## config.mk

```make
export PLATFORM = sky130hd
export DESIGN_NAME = ral_bus_master
export DESIGN_NICKNAME = d
export VERILOG_FILES = /design/src/rtl/ral_bus_master.sv
export SDC_FILE = /design/constraint.sdc
export NUM_CORES = 1
export LEC_CHECK = 0
export CAP_MARGIN = 10
export CORE_MARGIN = 3
export CORE_UTILIZATION = 55
export CTS_CLUSTER_SIZE = 20
export DETAILED_ROUTE_END_ITERATION = 8
export GPL_ROUTABILITY_DRIVEN = 0
export PLACE_DENSITY = 0.76
export SLEW_MARGIN = 20
export SYNTH_ARGS = -nofsm -noshare
export SYNTH_HDL_FRONTEND = slang
export SYNTH_SLANG_ARGS = --single-unit
```

## constraint.sdc

```tcl
create_clock -name clk -period 2.6 [get_ports clk]
set_input_delay 0.52 -clock clk [delete_from_list [all_inputs] [get_ports clk]]
set_output_delay 0.52 -clock clk [all_outputs]
set_load 0.02 [all_outputs]
```

## src/rtl/ral_bus_master.sv

```systemverilog
// ---------------------------------------------------------------------------
// ral_bus_master
//   Bus initiator for an 8-entry register bank (add/dt/r_w bus, registered
//   read data). Takes one command at a time over a valid/ready port and
//   drives the bank bus. It keeps a mirror of every bank register and
//   returns a response carrying data and an error flag. CHECK compares the
//   live bank value against the mirror and counts mismatches.
//
// Ports
//   clk, rst_n            clock (posedge), asynchronous active-low reset
//   cmd_valid_i/ready_o   command handshake; ready only while idle
//   cmd_op_i              00 WRITE, 01 READ, 10 CHECK, 11 reserved
//   cmd_add_i, cmd_dt_i   target register and write data
//   rsp_valid_o/ready_i   response handshake
//   rsp_dt_o, rsp_err_o   response data and error flag
//   err_cnt_o             saturating CHECK mismatch counter
//   bus_add_o/dt_o/r_w_o  bank bus outputs (r_w 1 = write)
//   bus_dt_i              bank read data, valid one cycle after the address
// ---------------------------------------------------------------------------
module ral_bus_master #(
    parameter int ADDR_W   = 3,
    parameter int DATA_W   = 8,
    parameter int ERRCNT_W = 8
) (
    input  logic                clk,
    input  logic                rst_n,
    input  logic                cmd_valid_i,
    output logic                cmd_ready_o,
    input  logic [1:0]          cmd_op_i,
    input  logic [ADDR_W-1:0]   cmd_add_i,
    input  logic [DATA_W-1:0]   cmd_dt_i,
    output logic                rsp_valid_o,
    input  logic                rsp_ready_i,
    output logic [DATA_W-1:0]   rsp_dt_o,
    output logic                rsp_err_o,
    output logic [ERRCNT_W-1:0] err_cnt_o,
    output logic [ADDR_W-1:0]   bus_add_o,
    output logic [DATA_W-1:0]   bus_dt_o,
    output logic                bus_r_w_o,
    input  logic [DATA_W-1:0]   bus_dt_i
);

    localparam int DEPTH = 1 << ADDR_W;

    localparam logic [2:0] S_IDLE   = 3'd0;
    localparam logic [2:0] S_WR     = 3'd1;
    localparam logic [2:0] S_RD_REQ = 3'd2;
    localparam logic [2:0] S_RD_CAP = 3'd3;
    localparam logic [2:0] S_RSP    = 3'd4;

    localparam logic [1:0] OP_WRITE = 2'b00;
    localparam logic [1:0] OP_READ  = 2'b01;
    localparam logic [1:0] OP_CHECK = 2'b10;

    logic [2:0]          r_state;
    logic                r_is_check;
    logic [ADDR_W-1:0]   r_add;
    logic [DATA_W-1:0]   r_dt;
    logic [ADDR_W-1:0]   r_bus_add;
    logic [DATA_W-1:0]   r_rsp_dt;
    logic                r_rsp_err;
    logic [ERRCNT_W-1:0] r_err_cnt;
    logic [DATA_W-1:0]   r_mirror [DEPTH];

    logic                w_mismatch;

    // Counter stops at all-ones instead of wrapping back to zero.
    function automatic logic [ERRCNT_W-1:0] sat_inc(input logic [ERRCNT_W-1:0] v,
                                                    input logic inc);
        if (inc && (v != {ERRCNT_W{1'b1}}))
            return v + {{(ERRCNT_W-1){1'b0}}, 1'b1};
        return v;
    endfunction

    assign w_mismatch = (bus_dt_i != r_mirror[r_add]);

    assign cmd_ready_o = (r_state == S_IDLE);
    assign rsp_valid_o = (r_state == S_RSP);
    assign rsp_dt_o    = r_rsp_dt;
    assign rsp_err_o   = r_rsp_err;
    assign err_cnt_o   = r_err_cnt;

    // The address is a register so it holds its last value between cycles;
    // data and write strobe are only driven during the single WR cycle.
    assign bus_add_o = r_bus_add;
    assign bus_r_w_o = (r_state == S_WR);
    assign bus_dt_o  = (r_state == S_WR) ? r_dt : '0;

    always_ff @(posedge clk or negedge rst_n) begin
        if (!rst_n) begin
            r_state    <= S_IDLE;
            r_is_check <= 1'b0;
            r_add      <= '0;
            r_dt       <= '0;
            r_bus_add  <= '0;
            r_rsp_dt   <= '0;
            r_rsp_err  <= 1'b0;
            r_err_cnt  <= '0;
            for (int i = 0; i < DEPTH; i++)
                r_mirror[i] <= '0;
        end else begin
            case (r_state)
                S_IDLE: begin
                    if (cmd_valid_i) begin
                        r_is_check <= (cmd_op_i == OP_CHECK);
                        r_add      <= cmd_add_i;
                        r_dt       <= cmd_dt_i;
                        case (cmd_op_i)
                            OP_WRITE: begin
                                r_bus_add <= cmd_add_i;
                                r_state   <= S_WR;
                            end
                            OP_READ, OP_CHECK: begin
                                r_bus_add <= cmd_add_i;
                                r_state   <= S_RD_REQ;
                            end
                            default: begin
                                // Reserved op: answer immediately, no bus cycle.
                                r_rsp_dt  <= '0;
                                r_rsp_err <= 1'b1;
                                r_state   <= S_RSP;
                            end
                        endcase
                    end
                end
                S_WR: begin
                    r_mirror[r_add] <= r_dt;
                    r_rsp_dt        <= r_dt;
                    r_rsp_err       <= 1'b0;
                    r_state         <= S_RSP;
                end
                S_RD_REQ: begin
                    // Bank registers the address this cycle; data arrives next.
                    r_state <= S_RD_CAP;
                end
                S_RD_CAP: begin
                    r_rsp_dt <= bus_dt_i;
                    if (r_is_check) begin
                        r_rsp_err <= w_mismatch;
                        r_err_cnt <= sat_inc(r_err_cnt, w_mismatch);
                    end else begin
                        r_mirror[r_add] <= bus_dt_i;
                        r_rsp_err       <= 1'b0;
                    end
                    r_state <= S_RSP;
                end
                S_RSP: begin
                    if (rsp_ready_i)
                        r_state <= S_IDLE;
                end
                default: r_state <= S_IDLE;
            endcase
        end
    end

endmodule

```

### Word level (Yosys, flattened, before mapping)

Cells that the tools add are included.

| word-level totals | value |
|---|---|
| bits in latches | 0 |
| logic and storage cells | 72 |
| memory bits (read-only) | 0 |
| memories kept | 0 |
| register bits | 99 |
| output and inout port bits | 31 |
| RAM bits | 0 |
| input bits | 25 |

| operators by class | value |
|---|---|
| equal/unequal tests | 12 |
| order comparisons | 2 |
| add/sub/neg operators | 1 |
| mux-type cells | 25 |
| shift-type cells | 0 |
| bitwise operators | 1 |
| multiply operators | 0 |
| reductions and logical operators | 15 |
| div/mod/pow operators | 0 |

Operators with widths:

| operator | number |
|---|---|
| $bwmux W64 | 2 |
| $pmux W64 S2 | 1 |
| $mux W64 | 1 |
| $mux W8 | 7 |
| $bmux W8 S3 | 1 |
| $demux W8 S3 | 1 |
| $pmux W8 S3 | 1 |
| $pmux W3 S4 | 1 |
| $reduce_and A3 Y1 | 3 |
| $add A8 B1 Y8 const B | 1 |
| $ne A8 B8 Y1 | 1 |
| $ne A8 B8 Y1 const B | 1 |
| $eq A3 B2 Y1 const B | 2 |
| $mux W1 | 6 |
| $mux W3 | 2 |
| $ne A2 B2 Y1 const B | 3 |
| $pmux W3 S2 | 1 |
| $reduce_and A2 Y1 | 3 |
| $ge A4 B4 Y1 const B | 1 |
| $lt A4 B1 Y1 const B | 1 |
| $not A3 Y4 | 1 |
| $reduce_or A2 Y1 | 2 |
| $eq A3 B1 Y1 const B | 1 |
| $eq A3 B3 Y1 const B | 1 |
| 10 further kinds | 11 |

### Logic depth before layout (Yosys ltp)

Gate-level depths: netlist of the first run.

| depth | value |
|---|---|
| depth after elaboration | 10 |
| gate-level depth with buffers | 9 |
| gate-level depth less buffers | 7 |

### Worst setup path before layout of the first run

Ideal clock, no wire load.

| timing | value |
|---|---|
| kind | register to register |
| from | reg r_add[0] |
| to | reg r_err_cnt[1], in the netlist err_cnt_o[1] |
| arrival time | 2.264 ns |
| library setup time | 0.125 ns |
| slack | 0.211 ns |
| buffers on the path | 2 |
| period minus slack after synthesis | 2.389 ns |
| required time | 2.475 ns |
| cell stages (with the launch flop) | 10 |
| cells stage by stage | dfrtp_1 -> buf_6 -> buf_12 -> mux4_2 -> mux2i_1 -> xor2_1 -> nand4_1 -> nor4_4 -> nor3_2 -> mux2_4 |

| between the ends | value |
|---|---|
| longest elaborated chain between the ends | 10 |

Ends and longest elaborated chain:

| element | RTL line | source |
|---|---|---|
| from (decl) | 57 | `logic [ADDR_W-1:0] r_add;` |
| from (signal assigned) | 106 | `r_add <= cmd_add_i;` |
| $not A3 Y4 (not written as such) | 75 | `assign w_mismatch = (bus_dt_i != r_mirror[r_add]);` |
| $bmux W8 S3 | 75 |  |
| $mux W8 (not written as such) (2 in a row) | 75 |  |
| $ne A8 B8 Y1 | 75 |  |
| $logic_and A1 B1 Y1 | 70 | `if (inc && (v != {ERRCNT_W{1'b1}}))` |
| $mux W1 | 70 |  |
| $mux W1 | 138 | `if (r_is_check) begin` |
| $mux W1 | 102 | `case (r_state)` |
| $reduce_and A3 Y1 (no source line) | - |  |
| to (signal assigned) | 140 | `r_err_cnt <= sat_inc(r_err_cnt, w_mismatch);` |
| to (decl) | 62 | `logic [ERRCNT_W-1:0] r_err_cnt;` |

No other way between the ends. The select of a mux whose other input is x is not followed.
A chain may end at the register's enable or synchronous reset.

### Worst setup path in the final report of the first run

| timing | value |
|---|---|
| from | reg r_add[0] |
| to | reg r_err_cnt[6], in the netlist err_cnt_o[6] |

The elaborated chain is that of the path after synthesis.

==> results.py, run 1 <==
metrics = {
    "critical_path": {
        "path_delay_family": "multiplexers",
        "cp.depth": 9,
        "slowest_delay_ns": 0.54,
        "startpoint_type": "flip-flop",
        "worst_path_max_delay_cell": "mux4_1",
        "worstPathCellList": "buf_12 -> mux4_1 -> mux2i_1 -> xor2_1 -> nand4_1 -> nor4_4 -> buf_6 -> nor3_2 -> mux2_1",
        "reg2regPathDepth": 9,
        "worstPathMaxFanout": 8,
        "crit_path_end_kind": "flip-flop",
        "cp.required_ns": 2.85,
        "cp.arrival_ns": 2.78,
        "crit_type": "flip-flop to flip-flop",
        "reg2reg_from": "r_add[0]",
        "crit_start": "r_add[0]",
        "crit_buf_inv": 2,
    },
    "detailed_routing": {
        "viasPerCell": 5.657,
        "avgRoutedWirePerCell_um": 17.97,
        "ant_nets": 0,
        "drc": 0,
        "routed_wl_um": 10420,
        "drt-pass1-iter-count": 4,
        "route.vias.total": 3281,
        "drtIter0Drc": 93,
    },
    "final_layout": {
        "seq_area_sq_um": 2480,
        "syn_to_final_growth_pct": 22.06,
        "fin_cells": 580,
        "nFillCells": 601,
        "nets": 503,
        "fin_area_sq_um": 5510,
        "antenna_cells": 0,
        "multiInputGateArea_sq_um": 1927,
        "layout-drive-gt1-share_pct": 16.11,
    },
    "pwr": {
        "ir_drop_mv": 0.6726,
        "power.total_uw": 6617,
        "leakage_uw": 0.002363,
        "powerDensity_nw_per_um2": 1201,
    },
    "floorplanning": {
        "io_pins": 56,
        "floorplan.rows": 32,
        "die_area_sq_um": 9331,
        "die_w_um": 96.60,
        "fp.dieH_um": 96.60,
        "core_area_sq_um": 7848,
        "initial_core_util_pct": 57.53,
    },
    "global_route": {
        "track_usage_pct": 24.40,
        "grt_pass1_wl_um": 16970,
        "grt_pass1_vias": 3378,
        "grt_overflow": 0,
        "antenna_found_initial": 0,
        "grt_max_degree": 43,
    },
    "cts": {
        "clkTransAtPathRegs_ns": 0.10,
        "clock_latency_ns": 0.36,
        "cts_tree": "built",
        "cts_hold_buffers": 0,
        "h-tree-depth": 3,
        "numCtsBuffers": 9,
        "clock_path_buffers": 2,
        "cts_root_buf": "clkbuf_8",
        "cts_sinks": 99,
    },
    "sta": {
        "finalCritPeriodShare_pct": 97.60,
        "setup_viol": 0,
        "maxSlewHeadroom_pct": 49.82,
        "finalMaxSlewViolations": 0,
        "finClkSkew_ns": 0.01210,
        "tightest_slew_ns": 0.7317,
        "hold_viol_final": 0,
        "rsz0062_at_grt": "true",
        "fmax_mhz": 394.1,
        "timing.final.crit_period_ns": 2.538,
        "setup_tns_ns": 0,
        "hold_ws_ns": 0.1446,
    },
    "job": {
        "maxCapViolCount": 0,
    },
    "yosys": {
        "synth.top_cells.by_area": "dfrtp_1, mux2_2, mux2i_1",
        "synth_warnings": 0,
        "synth_top_area_share_pct": 54.88,
        "synth_edf_count": 0,
        "synthTopCellsByCount": "dfrtp_1, nand2_1, nor2_1",
        "synth_top_area_cell": "dfrtp_1",
        "syn-cell-area_sq_um": 4514,
        "synthCells": 399,
        "synth_cell_types": 41,
        "ys_ff_latch": 99,
        "synth_ff_type": "dfrtp_1",
        "yosys.cell_count.top_type": "dfrtp_1",
        "async_flop_share_pct": 100.0,
        "synth.avg_cell_area_sq_um": 11.31,
        "syn-num-nets": 428,
        "synth-seq-area-share_pct": 54.88,
    },
    "outcome": {
        "outcome": "complete, no violations",
    },
    "placement": {
        "dpl.hpwl_um": 7687,
        "portBuffers": 55,
        "placedCellCount": 565,
        "postPlaceCellArea_sq_um": 5320,
    },
    "min_path": {
        "worst_hold_path_type": "input pin to async pin",
    },
}
-- cells in the final DEF (no fill, tap or decap), drive strengths merged --
master         count
nand3b             2
a221o              8
nor2              38
a21oi             35
dlygate4sd2        8
nand4b             1
o21a               1
a221oi             2
nor4               3
nand4              5
mux2              25
o21ai             35
mux2i             20
clkinvlp           3
buf               28
and2              10
o22ai              4
clkbuf            12
clkdlybuf4s50     46
nor3               8
mux4               8
a22o               2
nor2b              4
or3                2
nand3              4
nor4b              1
and3               1
nand2b             2
nor3b              1
o21bai             1
ha                 4
dfrtp             99
xor2              12
nand2             39
inv                4
-- where the power goes --
part / switching (uW) / internal [uW] / leakage, uW
sequential: 515 / 2250 / 0.00111
combinational: 1460 / 1460 / 0.00117
clock: 515 / 422 / 0.0000867
-- final timing paths --
path	end	slack (ns)
min in group clk	r_mirror[1]	0.48
worst max register to register	err_cnt_o[6]	0.06
max in group asynchronous	r_add[2]	1.79
worst max-delay path	err_cnt_o[6]	0.06
worst min register to register	r_mirror[1]	0.48
worst min-delay path	err_cnt_o[7]	0.14
-- sequential cells by signal, indices dropped and copies added, names as in the netlist --
| register | count |
|---|---|
| r_is_check | 1 |
| r_add | 3 |
| r_dt | 8 |
| rsp_dt_o | 8 |
| rsp_err_o | 1 |
| r_mirror | 64 |
| r_state | 3 |
| err_cnt_o | 8 |
| bus_add_o | 3 |
-- cells by family (layout without fill, tap and decap cells) --
logic type      count (synthesis)  in the layout  share of synthesized area [%]
mux                            53             53                          15.08
xor+xnor                       12             12                          2.328
buf+inv                        22            101                          2.495
simple gates                  121            121                          12.92
flops                          99             99                          54.88
fa+ha+maj                       4              4                          1.109
compound gates                 88             88                          11.20
-- timing repair --
| item | CTS | global route |
|---|---|---|
| resized for setup | 8 | 5 |
| endpoints found under the setup margin | 8 | 6 |
| buffers inserted | 0 | 0 |
-- worst reg2reg max path, stage by stage (launching register included) --
cell     delay (ns)
dfrtp_2        0.42
buf_12         0.14
mux4_1         0.54
mux2i_1        0.19
xor2_1         0.19
nand4_1        0.20
nor4_4         0.22
buf_6          0.17
nor3_2         0.05
mux2_1         0.30
-- stage by stage --
step | worst slack (ns) | utilization, %
after global routing | -0.01000 | 70.22
after detailed placement | 0.03046 | 67.79
after floorplan | 0.2112 | -
after global placement | 0.1045 | 67.79
final | 0.06248 | 70.22
after CTS | 0.01466 | 70.06
-- cell type report --
type	count	area share [%]
clock buffers	12	2.997
multi-input cells	278	34.97
flip-flops and latches	99	45.00
well taps	102	2.316
clock inverters	3	0.4087
inverters	4	0.2725
repair buffers	82	14.03
-- routing by layer --
metal / up-vias / global-route usage [%] / wire [um]
li1: 1572 / - / -
met4: 0 / 7.243 / 169
met1: 1627 / 31.92 / 4598
met5: - / 0 / 0
met3: 15 / 4.570 / 367
met2: 67 / 41.49 / 5287
(Power assumes the default switching activity.)
==> run 2: changes to the inputs <==
--- a/config.mk
+++ b/config.mk
@@ -12,7 +12,7 @@
 export DETAILED_ROUTE_END_ITERATION = 8
 export GPL_ROUTABILITY_DRIVEN = 0
 export PLACE_DENSITY = 0.76
-export SLEW_MARGIN = 20
 export SYNTH_ARGS = -nofsm -noshare
 export SYNTH_HDL_FRONTEND = slang
 export SYNTH_SLANG_ARGS = --single-unit
+export TNS_END_PERCENT = 5
==> results.py, run 2 (same netlist as run 1, synthesis figures left out) <==
metrics = {
    "detailed_routing": {
        "met1_length_um": 4637,
        "dr_wl_met3_um": 367,
        "drt-pass1-iter-count": 4,
        "route.vias.total": 3272,
        "viasPerCell": 5.641,
        "avgRoutedWirePerCell_um": 18.00,
        "ant_nets": 0,
        "wl_met2_um": 5282,
        "drtIter0Drc": 106,
        "dr.max_layer_used": "met4",
        "routed_wl_um": 10440,
        "drc": 0,
    },
    "critical_path": {
        "crit_path_end_kind": "flip-flop",
        "cp.arrival_ns": 2.79,
        "worstPathMaxFanout": 8,
        "startpoint_type": "flip-flop",
        "cp.required_ns": 2.85,
        "crit_type": "flip-flop to flip-flop",
    },
    "pwr": {
        "powerDensity_nw_per_um2": 1201,
        "leakage_uw": 0.002363,
        "ir_drop_mv": 0.6726,
    },
    "final_layout": {
        "nets": 503,
        "syn_to_final_growth_pct": 22.06,
        "seq_area_sq_um": 2480,
        "multiInputGateArea_sq_um": 1927,
        "top_register": "r_mirror",
        "fin_cells": 580,
        "largest_register_ffs": 64,
        "antenna_cells": 0,
        "layout-drive-gt1-share_pct": 16.11,
        "nFillCells": 601,
        "layout_common_cells": "dfrtp_1, clkdlybuf4s50_1, nand2_1, nor2_1",
        "final_common_cell": "dfrtp_1",
    },
    "cts": {
        "cts_tree": "built",
        "cts_sinks": 99,
        "clock_latency_ns": 0.36,
        "h-tree-depth": 3,
        "clkTransAtPathRegs_ns": 0.10,
        "cts_root_buf": "clkbuf_8",
        "numCtsBuffers": 9,
        "clock_path_buffers": 2,
        "postCtsSetupBuffers": 0,
    },
    "global_route": {
        "grt_max_degree": 43,
        "grt_pass1_vias": 3378,
        "track_usage_pct": 24.40,
        "grt_overflow": 0,
        "grt_pass1_wl_um": 16970,
        "antenna_found_initial": 0,
    },
    "outcome": {
        "outcome": "complete, no violations",
    },
    "floorplanning": {
        "die_w_um": 96.60,
        "io_pins": 56,
        "core_area_sq_um": 7848,
        "die_area_sq_um": 9331,
        "initial_core_util_pct": 57.53,
        "fp.dieH_um": 96.60,
        "floorplan.rows": 32,
    },
    "sta": {
        "finalMaxSlewViolations": 0,
        "rsz0062_at_grt": "true",
        "timing.final.crit_period_ns": 2.539,
        "tightest_slew_ns": 0.7054,
        "maxSlewHeadroom_pct": 51.63,
        "fmax_mhz": 393.9,
        "finalCritPeriodShare_pct": 97.64,
        "hold_viol_final": 0,
        "fin_ws_ns": 0.06136,
        "setup_viol": 0,
        "finClkSkew_ns": 0.01364,
    },
    "placement": {
        "dpl.hpwl_um": 7687,
        "portBuffers": 55,
        "placedCellCount": 565,
        "place_ws_ns": 0.03046,
    },
    "min_path": {
        "worst_hold_path_type": "input pin to async pin",
    },
    "job": {
        "maxCapViolCount": 0,
    },
}
run 2: cell counts in the layout (fill, tap and decap cells not counted):
Identical to the previous run, type by type.
run 2: power by group:
part	leakage (uW)	total, uW	switching [uW]	internal, uW
registers	0.00111	2760	513	2250
clock network	0.0000867	939	518	422
logic	0.00117	2920	1460	1470
total	0.00236	6620	2490	4130
run 2: cell type report:
type | instances | area share, %
flip-flops and latches | 99 | 45.00
multi-input cells | 278 | 34.97
inverters | 4 | 0.2725
well taps | 102 | 2.316
clock inverters | 3 | 0.4087
repair buffers | 82 | 14.03
clock buffers | 12 | 2.997
run 2: routing by layer:
layer / vias to the layer above / global-route usage (%)
li1: 1573 / -
met4: 0 / 7.243
met3: 14 / 4.570
met1: 1609 / 31.92
met5: - / 0
met2: 76 / 41.49
run 2: per-stage QoR:
step	setup TNS, ns	util (%)	hold WS, ns	total power [uW]	cell area, sq um
after global routing	-0.02060	70.22	0.1720	7057	5510
final	0	70.22	0.1412	6621	5510
after CTS	0	70.06	0.1418	6645	5498
after global placement	0	67.79	0.4579	5593	5320
after detailed placement	0	67.79	0.4702	5728	5320
after floorplan	0	-	0.2244	4639	4514
run 2: repair_timing:
item	4_1_cts	5_1_grt
hold buffers	0	0
pin swaps	0	0
setup endpoints to repair	8	6
resized for setup	8	5
cloned	0	0
hold endpoints to repair	0	0
run 2: critical path: stages, from the launching register on:
cell     delay [ns]
dfrtp_2        0.42
buf_12         0.14
mux4_1         0.54
mux2i_1        0.19
xor2_1         0.19
nand4_1        0.20
nor4_4         0.22
buf_6          0.17
nor3_2         0.05
mux2_1         0.30
run 2: final timing paths:
kind	start	end	slack [ns]	depth (start not counted)
setup reg to reg	r_add[0]	err_cnt_o[6]	0.06	9
setup / recovery	r_add[0]	err_cnt_o[6]	0.06	9
min in group clk	r_mirror[1]	r_mirror[1]	0.48	2
hold reg to reg	r_mirror[1]	r_mirror[1]	0.48	2
hold / removal	rst_n	err_cnt_o[7]	0.14	1
max in group asynchronous	rst_n	r_add[2]	1.80	2
==> edit, RTL diff (flow settings as in run 1) <==
Register the output `err_cnt_o` once more, with the module's reset; this adds one clock of latency there. The other outputs are not delayed to match.
--- a/src/rtl/ral_bus_master.sv
+++ b/src/rtl/ral_bus_master.sv
@@ -79,5 +79,11 @@
     assign rsp_dt_o    = r_rsp_dt;
     assign rsp_err_o   = r_rsp_err;
-    assign err_cnt_o   = r_err_cnt;
+    always_ff @(posedge clk or negedge rst_n) begin
+        if (!rst_n) begin
+            err_cnt_o <= '0;
+        end else begin
+            err_cnt_o <= r_err_cnt;
+        end
+    end
 
     // The address is a register so it holds its last value between cycles;
Behaviour: not the same (a bounded check fails within 4 cycles, from zero or initial values and one cycle with rst_n low).
==> edit against run 1 <==
  * Worst setup slack worse by 19 ps
  * First-iteration DRC count increased by 140%
  * Synthesized area grew 3.8%
  * Routed wire length is 3.3% higher
  * Design area rose by 4.4%
  * Synthesized cell count increased by 1.8%
  * Total power rose by 4.1%
  * Sequential cell count rose by 8
==> edit: results (changes against run 1) <==
----------------------------------------------------
[Yosys]
  Sequential share of the synthesized area ... 57.1% (was 54.9%)
  Post-synth net total ... 435 (was 428)
  Number of distinct library cells after synthesis ... 35 (was 41)
  Cell count after synthesis ... 406 (was 399)
  Top post-synthesis cells by count ... 107 x sky130_fd_sc_hd__dfrtp_1, 43 x sky130_fd_sc_hd__nand2_1, 41 x sky130_fd_sc_hd__nor2_1 (was 99 x sky130_fd_sc_hd__dfrtp_1, 39 x sky130_fd_sc_hd__nand2_1, 38 x sky130_fd_sc_hd__nor2_1)

[Setup path]
  Crit Path Max Fanout ... 5 (was 8)
  Critical path's largest stage delay ... 490 ps (was 540 ps)
  Critical register-to-register path endpoint ... r_err_cnt[7] (was err_cnt_o[6])
  Slowest-stage cell, CP ... sky130_fd_sc_hd__mux4_2 (was sky130_fd_sc_hd__mux4_1)

[GRT]
  Largest net degree at the start of global routing ... 76 (was 43)
  Total global-route track usage ... 22.8% (was 24.4%)
  First-pass GRT wire length ... 17400 um (was 17000 um)

[Placed design]
  Placed insts ... 573 (was 565)
  Pre-CTS WS ... 36.6 ps (was 30.5 ps)

[Layout]
  Filler Cell Count ... 623 (was 601)
  Share of post-route cells with drive strength above 1 ... 17.1% (was 16.1%)
  Net count of the finished layout ... 511 (was 503)

[Power]
  Peak ir drop on the vdd network ... 529 uV (was 673 uV)
  Pleak ... 2.53 nW (was 2.36 nW)

[STA]
  Max Clock Skew ... 14.4 ps (was 12.1 ps)
  Period utilisation layout ... 98.3% (was 97.6%)
  Transition at the pin with the smallest max-transition slack ... 680 ps (was 732 ps)

[Route]
  Routed vias/inst ... 5.78 (was 5.66)
  Vias after detailed routing ... 3418 (was 3281)
  Starting DRT DRC Count ... 220 (was 93)
  Routed length per instance ... 18.2 um (was 18.0 um)

[Clocking]
  Cts bufs inserted ... 9 (unchanged)

[Status]
  Status ... finished clean (unchanged)

----------------------------------------------------
-- edit: final cells by class --
cell class | instances | share of cell area, %
sequential | 107 | 46.6
multi-input combinational | 276 | 33.4
timing repair buffer | 84 | 14.1
tap | 105 | 2.28
clock buffer | 9 | 2.15
clock inverter | 6 | 1.28
inverter | 4 | 0.261
-- edit: layer usage --
layer	up-vias	part of all wire [%]	track usage (%)
met5	-	0	0
met4	0	2.0	7.35
li1	1584	-	-
met3	18	5.8	4.71
met1	1691	45	32.9
met2	125	48	35.2
-- edit: report_power, final --
| part | internal [mW] | switching, mW | leakage [nW] |
|---|---|---|---|
| combinational | 1.53 | 1.48 | 1.24 |
| sequential | 2.36 | 0.495 | 1.19 |
| clock | 0.452 | 0.565 | 0.100 |
| total | 4.35 | 2.54 | 2.53 |
-- edit: how the worst min path moves through the flow --
stage	slack, ps	endpoint	start	cells past startpoint
2_1_floorplan	220	bus_add_o[0]	rst_n	0
3_3_place_gp	400	err_cnt_o[5]	r_err_cnt[5]	0
3_5_place_dp	410	err_cnt_o[5]	r_err_cnt[5]	0
4_1_cts	80	r_state[1]	rst_n	1
5_1_grt	90	r_state[1]	rst_n	1
6_report	80	r_state[1]	rst_n	1
-- edit: through the flow --
| step | cell area (um2) | utilization (%) |
|---|---|---|
| final | 5750 | 69.7 |
| after global routing | 5750 | 69.7 |
| after CTS | 5690 | 68.9 |
| after detailed placement | 5500 | 66.6 |
| after global placement | 5500 | 66.6 |
| after floorplan | 4690 | - |
-- edit: cells by family (layout without fill, tap and decap cells) --
family	after synthesis	in the layout	synth area share, %
muxes	49	49	14.3
and+or+nand+nor	127	127	12.8
buffers and inverters	23	103	2.19
adders and majority gates	4	4	1.07
DFF	107	107	57.1
xor gates and xnor gates	13	13	2.43
AOI/OAI and AO/OA	83	83	10.1
-- edit: timing repair --
| item | in CTS | in global routing |
|---|---|---|
| cloned | 0 | 1 |
| buffers inserted | 0 | 2 |
| setup endpoints to repair | 6 | 11 |
| pin swaps | 0 | 4 |
| gates resized for setup | 6 | 8 |
